File: config.mk
export PLATFORM = sky130hd
export DESIGN_NAME = stop_watch_ctrl
export DESIGN_NICKNAME = d
export VERILOG_FILES = /design/src/rtl/stop_watch_pkg.sv /design/src/rtl/stop_watch_ctrl_btn_edge.sv /design/src/rtl/stop_watch_ctrl.sv
export SDC_FILE = /design/constraint.sdc
export NUM_CORES = 1
export LEC_CHECK = 0
export CAP_MARGIN = 20
export CELL_PAD_IN_SITES_DETAIL_PLACEMENT = 1
export CELL_PAD_IN_SITES_GLOBAL_PLACEMENT = 1
export CORE_MARGIN = 1.5
export CORE_UTILIZATION = 17
export CTS_CLUSTER_SIZE = 28
export DETAILED_ROUTE_END_ITERATION = 10
export PLACE_DENSITY = 0.78
export SLEW_MARGIN = 40
export SYNTH_ARGS = -nofsm -noshare
export SYNTH_HDL_FRONTEND = slang
export SYNTH_HIERARCHICAL = 1
export SYNTH_SLANG_ARGS = --single-unit
File: constraint.sdc
create_clock -name clk -period 1.4 [get_ports clk]
set_clock_uncertainty 0.15 [all_clocks]
set_input_delay 0.42 -clock clk [delete_from_list [all_inputs] [get_ports clk]]
set_output_delay 0.42 -clock clk [all_outputs]
set_load 0.05 [all_outputs]
File: src/rtl/stop_watch_pkg.sv
// Purpose : shared state encoding and field widths for the stop-watch control path.
// Latency : n/a (declarations only).
// Backpressure: n/a.
package stop_watch_pkg;

  localparam int MIN_W  = 7;
  localparam int SEC_W  = 7;
  localparam int MSEC_W = 10;
  localparam int LAP_W  = 7;

  // Codes are visible on the debug/LED state port, so keep them fixed.
  typedef enum logic [2:0] {
    IDLE  = 3'd0,
    RUN   = 3'd1,
    LAP   = 3'd2,
    PAUSE = 3'd3,
    CLEAR = 3'd4
  } state_t;

endpackage

File: src/rtl/stop_watch_ctrl_btn_edge.sv
// Purpose : 2-flop synchronizer for a raw button level plus a rising-edge one-cycle pulse.
// Latency : pulse is high the cycle after the level reaches sync stage 2 (2 clocks from first capture).
// Backpressure: none; a held button yields exactly one pulse.
// Ports: clk, rst (async active-low), btn (raw level), pulse (one-cycle press strobe).
module btn_edge (
  input  logic clk,
  input  logic rst,
  input  logic btn,
  output logic pulse
);

  logic sync1;
  logic sync2;
  logic prev;

  always_ff @(posedge clk or negedge rst) begin
    if (!rst) begin
      sync1 <= 1'b0;
      sync2 <= 1'b0;
      prev  <= 1'b0;
    end else begin
      sync1 <= btn;
      sync2 <= sync1;
      prev  <= sync2;
    end
  end

  // Only the synchronized level is compared, so metastability never reaches the FSM.
  assign pulse = sync2 & ~prev;

endmodule

File: src/rtl/stop_watch_ctrl.sv
// Purpose : start/pause/lap/clear sequencer driving stop_watch enable/zero and the display mux.
// Latency : state changes 2 clocks after a button level is first captured; disp_* is combinational.
// Backpressure: none; presses arriving while a transition is not allowed are dropped.
// Ports: clk, rst (async active-low), btn_ss/btn_lr (raw buttons), min/sec/msec (live count),
//        enable/zero (to stop_watch), disp_* (to display), frozen, lap_cnt, state (debug/LEDs).
// Build option: define STOP_WATCH_LAP_EN to include the LAP state and snapshot registers.
module stop_watch_ctrl
  import stop_watch_pkg::*;
#(
  parameter int LAP_MAX = 99
) (
  input  logic              clk,
  input  logic              rst,
  input  logic              btn_ss,
  input  logic              btn_lr,
  input  logic [MIN_W-1:0]  min,
  input  logic [SEC_W-1:0]  sec,
  input  logic [MSEC_W-1:0] msec,
  output logic              enable,
  output logic              zero,
  output logic [MIN_W-1:0]  disp_min,
  output logic [SEC_W-1:0]  disp_sec,
  output logic [MSEC_W-1:0] disp_msec,
  output logic              frozen,
  output logic [LAP_W-1:0]  lap_cnt,
  output logic [2:0]        state
);

  logic             ss_p;
  logic             lr_p;
  state_t           state_q;
  state_t           state_d;
  logic             snap_take;
  logic [LAP_W-1:0] lap_q;

  btn_edge u_ss (.clk(clk), .rst(rst), .btn(btn_ss), .pulse(ss_p));
  btn_edge u_lr (.clk(clk), .rst(rst), .btn(btn_lr), .pulse(lr_p));

  always_ff @(posedge clk or negedge rst) begin
    if (!rst) state_q <= IDLE;
    else      state_q <= state_d;
  end

  // ss_p is always tested first, so a simultaneous lr_p is simply dropped.
  always_comb begin
    state_d   = state_q;
    snap_take = 1'b0;
    case (state_q)
      IDLE: begin
        if (ss_p) state_d = RUN;
      end
      RUN: begin
        if (ss_p) state_d = PAUSE;
`ifdef STOP_WATCH_LAP_EN
        else if (lr_p) begin
          state_d   = LAP;
          snap_take = 1'b1;
        end
`endif
      end
`ifdef STOP_WATCH_LAP_EN
      LAP: begin
        if (ss_p) state_d = PAUSE;
        else if (lr_p) begin
          state_d   = LAP;
          snap_take = 1'b1;
        end
      end
`endif
      PAUSE: begin
        if (ss_p)      state_d = RUN;
        else if (lr_p) state_d = CLEAR;
      end
      CLEAR:   state_d = IDLE;
      default: state_d = IDLE;
    endcase
  end

  // Without the lap feature snap_take is constant 0, so this counter stays at 0.
  always_ff @(posedge clk or negedge rst) begin
    if (!rst) begin
      lap_q <= '0;
    end else if (state_q == CLEAR) begin
      lap_q <= '0;
    end else if (snap_take && (lap_q != LAP_W'(LAP_MAX))) begin
      lap_q <= lap_q + LAP_W'(1);
    end
  end

`ifdef STOP_WATCH_LAP_EN
  logic [MIN_W-1:0]  snap_min;
  logic [SEC_W-1:0]  snap_sec;
  logic [MSEC_W-1:0] snap_msec;

  // Captured on the edge entering LAP, i.e. the counter value before its increment.
  always_ff @(posedge clk or negedge rst) begin
    if (!rst) begin
      snap_min  <= '0;
      snap_sec  <= '0;
      snap_msec <= '0;
    end else if (snap_take) begin
      snap_min  <= min;
      snap_sec  <= sec;
      snap_msec <= msec;
    end
  end

  assign frozen    = (state_q == LAP);
  assign disp_min  = frozen ? snap_min  : min;
  assign disp_sec  = frozen ? snap_sec  : sec;
  assign disp_msec = frozen ? snap_msec : msec;
`else
  assign frozen    = 1'b0;
  assign disp_min  = min;
  assign disp_sec  = sec;
  assign disp_msec = msec;
`endif

  assign enable  = (state_q == RUN) || (state_q == LAP);
  assign zero    = (state_q == CLEAR);
  assign lap_cnt = lap_q;
  assign state   = state_q;

endmodule
Yosys cells after proc, flatten, opt, wreduce, memory -nomap -nowiden

Index checks and enable logic that the tools add are counted.
Widths: inputs -> output; s select.

Bits in registers: 9
Bits in latches: 0
Memory bits (writable): 0
ROM bits: 0
Input port bits: 28
Logic and storage cells: 26
Memories kept: 0

Add/subtract/negate cells: 0
Multiply operators: 0
Divide/modulo/power cells: 0
Order comparisons: 0
Equal/unequal tests: 7
Shift-type cells: 0
Muxes and demuxes: 5
Bitwise gates (word level): 4
Reductions and logical operators: 3

Operator list:

| kind               | number |
|---|---|
| $mux 3             | 4 |
| $pmux 3 s3         | 1 |
| $eq 3x2->1 const B | 2 |
| $ne 2x2->1 const B | 2 |
| $eq 3x1->1 const B | 1 |
| $eq 3x3->1 const B | 1 |
| $logic_not 3->1    | 1 |
| $ne 3x3->1 const B | 1 |
| $reduce_and 3->1   | 1 |
| $and 1x1->1        | 2 |
| $not 1->1          | 2 |
| $logic_or 1x1->1   | 1 |

Depth between registers and ports, before layout

Depth in word-level cells: 5
Depth in mapped cells: 3

Hierarchy

Netlist, hierarchy kept.

By module, submodules not included:

| module          | times used | cells each | area each (sq um) |
|---|---|---|---|
| stop_watch_ctrl | 1          | 49         | 404.1 |
| btn_edge        | 2          | 4          | 88.8 |

Worst setup path before layout

Ideal clock, no wire load.

Kind: register to output
Start: register state_q[2], in the netlist state[2]
End: output port zero
Data arrival time: 1870 ps
Data required time: 830 ps
Slack: -1040 ps
Cell stages (with the launch flop): 2
Buffers on the path: 0
Cell sequence: dfrtp_1 -> nor3b_1

Longest elaborated chain between the ends: 1

Ends and longest elaborated chain:

| element                | line                   | RTL |
|---|---|---|
| start, declared        | stop_watch_ctrl.sv:31  | `state_t state_q;` |
| start signal, assigned | stop_watch_ctrl.sv:41  | `else state_q <= state_d;` |
| $eq 3x3->1             | stop_watch_ctrl.sv:120 | `assign zero = (state_q == CLEAR);` |
| end, declared          | stop_watch_ctrl.sv:20  | `output logic zero,` |

Every way passes these cells.

Worst setup path in the final report

Start: register state_q[0], in the netlist state[0]
End: output port enable

Longest elaborated chain between the ends: 2

Ends and longest elaborated chain:

| element                                         | line                   | RTL |
|---|---|---|
| $eq 3x1->1 / $eq 3x2->1 (equally long branches) | stop_watch_ctrl.sv:119 | `assign enable = (state_q == RUN) \|\| (state_q == LAP);` |
| $logic_or 1x1->1 (*)                            | stop_watch_ctrl.sv:119 |  |
| end, declared                                   | stop_watch_ctrl.sv:19  | `output logic enable,` |

Mark *: on every way between the ends. The rest lies on a longest branch, timed or not.

==> impl_metrics.py <==
metrics = {
    "run_status": {
        "status": "finished with violations",
        "violations": "setup timing",
    },
    "clock_network": {
        "path_clk_slew_ns": 0.06,
        "cts_root_buf": "clkbuf_4",
        "cts_sinks": 9,
        "numCtsBuffers": 3,
        "tritoncts": "yes",
        "clock_path_buffers": 2,
        "cts-hold-fix-buffers": 0,
        "htreeDepth": 1,
        "clk_latency_ns": 0.26,
    },
    "place": {
        "dp_hpwl_um": 617.4,
        "pre_cts_ws_ns": -0.1038,
        "post_dp_cell_area_um2": 615.6,
        "numPortBuffers": 8,
        "gp_congestion": 0.6375,
    },
    "worst_setup_path": {
        "end_kind": "output pin",
        "required_ns": 0.83,
        "worstPathArrival_ns": 1.14,
        "reg2reg_from": "state[1]$_DFFE_PN0P_",
        "r2r_cells": 3,
        "reg2reg_to": "state[1]$_DFFE_PN0P_",
        "cp-start-kind": "flop",
        "crit_type": "reg2out",
        "ff2ff_setup_slack_ns": 0.09,
        "crit_fanout": 4,
    },
    "yosys": {
        "synth_area_leaders": "buf_4 (41%), dfrtp_1 (39%), nor2b_4 (4.7%)",
        "syn_inst": 57,
        "ys_ff_latch": 9,
        "synth.top_cell.area_share": 0.4129,
        "synth_common_cells": "buf_4 (32), dfrtp_1 (9), inv_1 (2), nand2b_1 (2), nor2b_4 (2)",
        "yosysUniqueCellTypes": 15,
        "synth_edf_count": 0,
        "ys.flop_type": "dfrtp_1",
        "seq_area_frac_synth": 0.3871,
        "async_flop_share": 1.000,
        "ys.warnings.count": 6,
        "synth.largest_area_cell": "buf_4",
        "synth_area_um2": 581.8,
        "synth.most_common_cell": "buf_4",
        "avgSynthCellArea_um2": 10.21,
    },
    "detailed_routing": {
        "dr.first_iter.drc_count": 1,
        "viasPerCell": 2.969,
        "antenna_left": 0,
        "wl_per_cell_um": 8.392,
        "drc": 0,
        "drtPass1Iterations": 2,
        "totalWireLength_um": 814,
        "vias": 288,
    },
    "sta": {
        "whs_ns": 0.1982,
        "finalHoldViolCount": 0,
        "fmax_mhz": 585.9,
        "setup_viol": 5,
        "finalCritPeriodShare": 1.219,
        "totalNegativeSetupSlack_ns": -1.158,
        "fin_ws_ns": -0.3068,
        "fin_crit_ns": 1.707,
        "slew_viol_final": 0,
        "grt_setup_unrepaired": "true",
    },
    "cells_and_area": {
        "design_area_um2": 675.6,
        "insertedDiodeCount": 0,
        "area_growth_pct": 16.13,
        "drive_above_1_share": 0.4902,
        "fillCellCount": 397,
        "fin_nets": 80,
    },
    "hold_path": {
        "min_to": "u_ss/sync2$_DFF_PN0_",
        "min_path_type": "reg2reg",
        "worstHoldStart": "u_ss/sync1$_DFF_PN0_",
        "min_path_cells": 0,
    },
    "grt": {
        "grt_max_degree": 10,
        "grt-ovfl-total": 0,
        "grt_util_all_layers": 0.05369,
        "first_global_vias": 297,
        "grt_first_pass_wirelength_um": 1345,
        "antenna_found_initial": 0,
    },
    "die": {
        "die_w_um": 61.50,
        "die_h_um": 61.50,
        "coreArea_um2": 3311,
        "start_util": 0.1757,
        "die_area_um2": 3782,
        "ios": 65,
        "rows": 21,
    },
    "pwr": {
        "p_per_area_nw_per_um2": 1868,
        "leakage_uw": 0.0002971,
        "peakVddDrop_mv": 0.5936,
    },
    "flow_run": {
        "cap_violations": 0,
    },
}
## through the flow
step / instances / total power, uW / utilization
2_1_floorplan: 64 / 887.3 / -
6_report: 97 / 1262 / 0.2041
4_1_cts: 97 / 1285 / 0.2041
3_3_place_gp: 91 / 988.6 / 0.1859
5_1_grt: 97 / 1347 / 0.2041
3_5_place_dp: 91 / 1013 / 0.1859
## critical path, stage by stage (launching register included)
cell and delay (ns):
dfrtp_2 0.45, xnor2_2 0.23, nor2_4 0.05, buf_12 0.14
## power breakdown
group          switching [uW]  total [uW]  internal (uW)  leakage (uW)
clock                    88.9         199            110     0.0000150
combinational             355         712            358      0.000178
sequential               53.9         351            297      0.000104
total                     497        1260            765      0.000297
## area by class of cell
cell class,count,area (um2),area share
clock buffers,4,26.28,0.03889
repair buffers,15,193.9,0.2870
multi-input cells,21,161.4,0.2389
flip-flops and latches,9,229.0,0.3389
well taps,46,57.56,0.08519
inverters,2,7.507,0.01111
## worst max path at each step
stage / to / cells past startpoint / from
finish: enable / 3 / state[0]$_DFFE_PN0P_
global route: enable / 3 / state[0]$_DFFE_PN0P_
CTS: enable / 3 / state[0]$_DFFE_PN0P_
detailed placement: enable / 3 / state[1]$_DFFE_PN0P_
global placement: enable / 3 / state[1]$_DFFE_PN0P_
floorplan: zero / 1 / state[2]$_DFFE_PN0P_
## cell usage in the layout (no fill, tap or decap)
cell             synthesis  final
nor2_4                   0      1
or3b_1                   1      1
a221oi_1                 1      1
buf_6                    0      3
nand2b_1                 2      2
clkbuf_4                 0      3
a21bo_2                  1      1
nor2b_4                  2      2
clkdlybuf4s50_1          0      3
nand2_1                  1      1
conb_1                   1      8
buf_12                   0      5
xnor2_2                  0      1
clkbuf_1                 0      1
dfrtp_2                  0      3
buf_4                   32      4
a21oi_2                  1      1
nor3_1                   1      1
dfrtp_1                  9      6
inv_1                    2      2
nor3b_4                  0      1
## sequential cells by signal, summed over array words and instances (netlist names)
signal      flops
state           3
u_lr/prev       1
u_lr/sync1      1
u_lr/sync2      1
u_ss/prev       1
u_ss/sync1      1
u_ss/sync2      1
## logic make-up (layout without fill, tap and decap cells)
group / Yosys count / after routing / synth area share
buf+inv: 34 / 21 / 0.4258
flops: 9 / 9 / 0.3871
simple gates: 9 / 9 / 0.1183
compound gates: 3 / 3 / 0.04732
other cells: 1 / 8 / 0.006445
xor+xnor: 1 / 1 / 0.01506
## per-layer routing
metal / vias up / routed length, um / global-route usage
li1: 125 / - / -
met1: 144 / 270 / 0.04822
met2: 17 / 416 / 0.08120
met3: 2 / 117 / 0.04832
met4: 0 / 10 / 0.03040
met5: - / 0 / 0
## what timing repair did
action                                  4_1_cts  5_1_grt
pin swaps                                     1        0
gates resized for setup                       4        0
buffers inserted                              2        0
endpoints found under the setup margin        5        5
endpoints found under the hold margin         0        0
Note: power is estimated with default switching activity, not from simulation.
